File: config.mk
export PLATFORM = sky130hd
export DESIGN_NAME = id_ex_stage
export DESIGN_NICKNAME = d
export VERILOG_FILES = /design/src/rtl/id_ex_stage.sv
export SDC_FILE = /design/constraint.sdc
export NUM_CORES = 1
export LEC_CHECK = 0
export ABC_AREA = 1
export ABC_CLOCK_PERIOD_IN_PS = 4900
export CAP_MARGIN = 30
export CORE_MARGIN = 5
export CORE_UTILIZATION = 37
export CTS_CLUSTER_SIZE = 16
export DETAILED_ROUTE_END_ITERATION = 8
export GPL_TIMING_DRIVEN = 0
export PLACE_DENSITY = 0.88
export SLEW_MARGIN = 20
export SYNTH_ARGS = -nofsm -noshare
export SYNTH_HDL_FRONTEND = slang
export SYNTH_SLANG_ARGS = --single-unit
File: constraint.sdc
create_clock -name clk_i -period 4.9 [get_ports clk_i]
set_input_delay 0.735 -clock clk_i [delete_from_list [all_inputs] [get_ports clk_i]]
set_output_delay 0.735 -clock clk_i [all_outputs]
set_load 0.01 [all_outputs]
File: src/rtl/id_ex_stage.sv
// ID/EX pipeline register with operand forwarding muxes and load-use hazard detection.
// Optional build macro ID_EX_FORWARD_EN enables EX/MEM and MEM/WB operand forwarding.
module id_ex_stage (
    input  logic        clk_i,
    input  logic        rst_i,
    input  logic        stall_i,
    input  logic        flush_i,
    input  logic        valid_i,
    input  logic [31:0] pc_i,
    input  logic [31:0] rs1_data_i,
    input  logic [31:0] rs2_data_i,
    input  logic [31:0] imm_i,
    input  logic [4:0]  rs1_addr_i,
    input  logic [4:0]  rs2_addr_i,
    input  logic [4:0]  rd_addr_i,
    input  logic [3:0]  alu_ctrl_i,
    input  logic [1:0]  src_sel_i,
    input  logic [3:0]  ctrl_i,
    input  logic [4:0]  exmem_rd_i,
    input  logic [4:0]  memwb_rd_i,
    input  logic        exmem_we_i,
    input  logic        memwb_we_i,
    input  logic [31:0] exmem_data_i,
    input  logic [31:0] memwb_data_i,
    output logic [31:0] op1_o,
    output logic [31:0] op2_o,
    output logic [3:0]  alu_ctrl_o,
    output logic [31:0] store_data_o,
    output logic [4:0]  rd_addr_o,
    output logic [3:0]  ctrl_o,
    output logic [31:0] pc_o,
    output logic        valid_o,
    output logic        hazard_o
);

    typedef struct packed {
        logic        valid;
        logic [31:0] pc;
        logic [31:0] rs1_data;
        logic [31:0] rs2_data;
        logic [31:0] imm;
        logic [4:0]  rs1_addr;
        logic [4:0]  rs2_addr;
        logic [4:0]  rd_addr;
        logic [3:0]  alu_ctrl;
        logic [1:0]  src_sel;
        logic [3:0]  ctrl;
    } stage_t;

    stage_t      r_stage;
    stage_t      w_capture;
    logic [31:0] w_fwd_rs1;
    logic [31:0] w_fwd_rs2;
    logic        w_rd_src_match;
    logic        w_hazard;

    // EX/MEM has priority over MEM/WB; x0 always reads its stored value.
    function automatic logic [31:0] fwd_sel(
        input logic [4:0]  src,
        input logic [31:0] stored,
        input logic        ex_we,
        input logic [4:0]  ex_rd,
        input logic [31:0] ex_data,
        input logic        mw_we,
        input logic [4:0]  mw_rd,
        input logic [31:0] mw_data
    );
        if (src != 5'd0 && ex_we && ex_rd == src) begin
            return ex_data;
        end else if (src != 5'd0 && mw_we && mw_rd == src) begin
            return mw_data;
        end else begin
            return stored;
        end
    endfunction

    // Gather the decode-stage fields into the stage record.
    always_comb begin
        w_capture          = '0;
        w_capture.valid    = valid_i;
        w_capture.pc       = pc_i;
        w_capture.rs1_data = rs1_data_i;
        w_capture.rs2_data = rs2_data_i;
        w_capture.imm      = imm_i;
        w_capture.rs1_addr = rs1_addr_i;
        w_capture.rs2_addr = rs2_addr_i;
        w_capture.rd_addr  = rd_addr_i;
        w_capture.alu_ctrl = alu_ctrl_i;
        w_capture.src_sel  = src_sel_i;
        w_capture.ctrl     = ctrl_i;
    end

    assign w_rd_src_match = valid_i && (r_stage.rd_addr != 5'd0) &&
                            ((r_stage.rd_addr == rs1_addr_i) || (r_stage.rd_addr == rs2_addr_i));

`ifdef ID_EX_FORWARD_EN
    assign w_fwd_rs1 = fwd_sel(r_stage.rs1_addr, r_stage.rs1_data, exmem_we_i, exmem_rd_i,
                               exmem_data_i, memwb_we_i, memwb_rd_i, memwb_data_i);
    assign w_fwd_rs2 = fwd_sel(r_stage.rs2_addr, r_stage.rs2_data, exmem_we_i, exmem_rd_i,
                               exmem_data_i, memwb_we_i, memwb_rd_i, memwb_data_i);

    // Only a load in flight needs a bubble; everything else is forwarded.
    always_comb begin
        w_hazard = 1'b0;
        if (r_stage.valid && r_stage.ctrl[1] && w_rd_src_match) begin
            w_hazard = 1'b1;
        end else begin
            w_hazard = 1'b0;
        end
    end
`else
    logic w_unused_fwd;

    assign w_fwd_rs1    = r_stage.rs1_data;
    assign w_fwd_rs2    = r_stage.rs2_data;
    assign w_unused_fwd = ^{memwb_rd_i, memwb_we_i, memwb_data_i, exmem_data_i,
                            r_stage.rs1_addr, r_stage.rs2_addr};

    // Without forwarding, stall on any pending write to a source register.
    always_comb begin
        w_hazard = 1'b0;
        if (r_stage.valid && (r_stage.ctrl[1] || r_stage.ctrl[0]) && w_rd_src_match) begin
            w_hazard = 1'b1;
        end else if (valid_i && exmem_we_i && (exmem_rd_i != 5'd0) &&
                     ((exmem_rd_i == rs1_addr_i) || (exmem_rd_i == rs2_addr_i))) begin
            w_hazard = 1'b1;
        end else begin
            w_hazard = 1'b0;
        end
    end
`endif

    assign hazard_o = w_hazard && !flush_i && !rst_i;

    // Stage register: flush and hazard insert a bubble, stall holds.
    always_ff @(posedge clk_i or posedge rst_i) begin
        if (rst_i) begin
            r_stage <= '0;
        end else if (flush_i || hazard_o) begin
            r_stage <= '0;
        end else if (!stall_i) begin
            r_stage <= w_capture;
        end
    end

    assign op1_o        = r_stage.src_sel[0] ? r_stage.pc  : w_fwd_rs1;
    assign op2_o        = r_stage.src_sel[1] ? r_stage.imm : w_fwd_rs2;
    assign store_data_o = w_fwd_rs2;
    assign alu_ctrl_o   = r_stage.alu_ctrl;
    assign rd_addr_o    = r_stage.rd_addr;
    assign ctrl_o       = r_stage.ctrl;
    assign pc_o         = r_stage.pc;
    assign valid_o      = r_stage.valid;

endmodule

Word-level counts from Yosys, hierarchy flattened
Cells that the tools add are included.
{ "op_classes": {"n_eq_ne": 5, "reduce_logical": 17, "muxes": 6} }
{ "ops": {"columns": ["operator", "n"], "rows": [
  ["154-bit two-way mux", 2],
  ["32-bit two-way mux", 2],
  ["5-bit equality test", 4],
  ["5-bit nonzero test", 2],
  ["1-bit logical AND", 9],
  ["1-bit logical OR", 4],
  ["1-bit logical NOT", 2],
  ["1-bit two-way mux", 2],
  ["2-bit by 1-bit inequality test with 1-bit output, second input constant", 1]
]} }
{ "word_totals": {"register_bits": 144, "output_inout_bits": 143} }

Logic depth before layout (Yosys ltp)
{ "logic_depth": {"ltp_word": 9, "mapped_depth": 13} }

Worst setup path before layout
OpenSTA, ideal clock, no wires.
{ "synth_timing": {"kind": "input port to output port", "from": "input port rst_i", "to": "output port hazard_o", "cell_stages": 3, "t_arrival_ns": 4.228, "n_path_buf": 0, "t_required_ns": 4.165, "slack_ns": -0.063, "cell_sequence": "inv_1 -> nand3_1 -> a21oi_1"} }
{ "synth_between": {"elab_chain_cells": 2} }
{ "synth_lines": {"columns": ["element", "line", "text"], "rows": [
  ["from (decl)", "5", "input logic rst_i,"],
  ["1-bit logical NOT (no source line)", null, null],
  ["1-bit logical AND", "133", "assign hazard_o = w_hazard && !flush_i && !rst_i;"],
  ["to (decl)", "33", "output logic hazard_o"]
]} }
No other way between the ends.

Worst setup path after layout
Same ends and word-level chain as after synthesis.

==> out/qor.yml <==
critPathLaunch: "rst_i"
critPathLaunchType: "input port"
critical_path_class: "in -> out"
place_inst: 1509
tritoncts: "built"
dr_total_vias: 7189
final-setup-viol-count: 0
setup_ws_ps: 1430
io_buffers: 305
skew_ps: 7.63
post-cts-setup-buffers: 0
fin_crit_sh: 0.708
yosysTopAreaCellShare: 0.476
syn_area_per_cell_sq_um: 8.15
die_y_um: 153
fin_crit_ps: 3470
dp_hpwl_um: 20800
final_cells: 1542
syn_inst: 929
fin_nets: 1492
cts_buffer_depth: 2
ctsHoldBuffers: 0
crit_fanout: 26
synth_seq_cells: 144
layout_commonest_cell: "clkdlybuf4s50_1"
postRouteAntennaNets: 0
core_area_sq_mm: 0.0202
setup_tns_ps: 0
antenna_found_initial: 2
syn_nets: 1163
num_io_pins: 377
drive_gt1_frac: 0.111
ys_types: 20
wirelength_um: 26500
grt_usage: 0.224
cp-end-kind: "output port"
post_dp_cell_area_sq_mm: 0.0111
viasPerCell: 4.66
n_fill_cell: 1787
hold_viol: 0
crit_required_ps: 4160
htree_levels: 4
cts_buffers: 17
slew_headroom: 0.444
synth.cell_area_sq_mm: 0.00757
worstHoldStart: "r_stage[43]"
drt_pass1_iterations: 4
grt_pass1_vias: 7379
rsz0062_at_grt: "no"
rows: 52
die_x_um: 153
clk_pin_slew_worst_paths_ps: 60
maxCapViolCount: 0
outcome: "completed"
pre_cts_slack_ps: 1370
grt.overflow.total: 0
ys_seq_area_frac: 0.476
grt_max_degree: 35
drcViolationCount: 0
first_iter_violations: 232
yosysWarnings: 0
yosys-top-cells-area: "dfrtp_1, mux2i_1, nand2_1"
grt_pass1_wl_um: 40800
yosys.area.top_type: "dfrtp_1"
ir_worst_vdd_v: 0.000237
power_density_mw_per_mm2: 289
layout_common_cells: "clkdlybuf4s50_1, nand2_1, nor2_1"
place_congestion: 0.909
final_cell_area_sq_mm: 0.0117
hold_path.class: "reg -> reg"
start_util: 0.375
cp.arrival_ps: 2740
ctsResizeCount: 0
area_growth_pct: 54.1
clk_latency_ps: 410
worst_pin_slew_ps: 834
dieArea_sq_mm: 0.0234
cts_root_buffer: "clkbuf_16"
leakage_uw: 0.00551
r2r-start: "rd_addr_o[1]"
cts_num_sinks: 144
max_clock_freq_mhz: 288
maxSlewViolCount: 0
wl_per_cell_um: 17.2
==> state kept, by name, indices dropped and copies added (netlist names) <==
register / flops
alu_ctrl_o: 4
r_stage: 34
ctrl_o: 4
pc_o: 32
w_fwd_rs1: 32
store_data_o: 32
valid_o: 1
rd_addr_o: 5
==> worst max-delay path, cell delays in order <==
cell             delay [ps]
clkdlybuf4s50_1         560
clkinvlp_4              590
nand3_1                 280
a21oi_1                  70
clkdlybuf4s50_1         490
==> metrics by stage <==
step / util / total power [uW] / hold slack (ps)
final: 0.578 / 3380 / 538
after global routing: 0.578 / 3540 / 563
after floorplan: - / 1660 / 505
after detailed placement: 0.549 / 2090 / 527
after global placement: 0.544 / 2060 / 518
after CTS: 0.578 / 3410 / 542
==> report_power, final <==
part	internal (uW)	total [uW]	leakage (uW)	switching [uW]
sequential	1260	1310	0.00189	45.0
combinational	412	751	0.00335	339
clock	761	1320	0.000269	558
==> cell usage after synthesis (all sizes together) <==
cell	instances
nand2	187
nor2	156
dfrtp	144
o21ai	135
buf	101
inv	87
mux2i	75
clkbuf	29
nand3	7
xnor2	4
a21oi	1
nand3b	1
nor3	1
xor2	1
==> worst paths after layout <==
path                       slack, ps          endpoint  cells past startpoint
setup / recovery                1430          hazard_o                      5
hold / removal                   540       r_stage[43]                      2
setup reg to reg                2910  store_data_o[23]                     13
hold reg to reg                  540       r_stage[43]                      2
max in group asynchronous       3280     w_fwd_rs1[26]                      4
min in group asynchronous        850      w_fwd_rs1[0]                      2
==> layer usage <==
metal,part of all wire,global-route usage,up-vias
met2,0.49,0.380,297
met1,0.40,0.262,3366
met3,0.087,0.0766,47
met4,0.030,0.0844,2
li1,-,-,3477
met5,0.00042,0,-
==> kinds of logic (layout without fill, tap and decap cells) <==
logic type / Yosys count / count (layout) / share of synthesized area
other cells: 0 / 1 / 0
flops: 144 / 144 / 0.476
buf+inv: 217 / 559 / 0.152
mux: 75 / 75 / 0.0992
simple gates: 352 / 352 / 0.177
xor+xnor: 5 / 5 / 0.00578
compound gates: 136 / 136 / 0.0899
==> final cells by class <==
class | count | area (sq um) | share of cell area
Antenna cell | 1 | 2.50 | 0.000214
Sequential cell | 144 | 3600 | 0.309
Clock inverter | 13 | 153 | 0.0131
Inverter | 87 | 330 | 0.0283
Buffer | 130 | 827 | 0.0709
Timing Repair Buffer | 310 | 3170 | 0.272
Multi-Input combinational cell | 568 | 2810 | 0.241
Clock buffer | 19 | 433 | 0.0371
Tap cell | 270 | 338 | 0.0290
(Power assumes the default switching activity.)
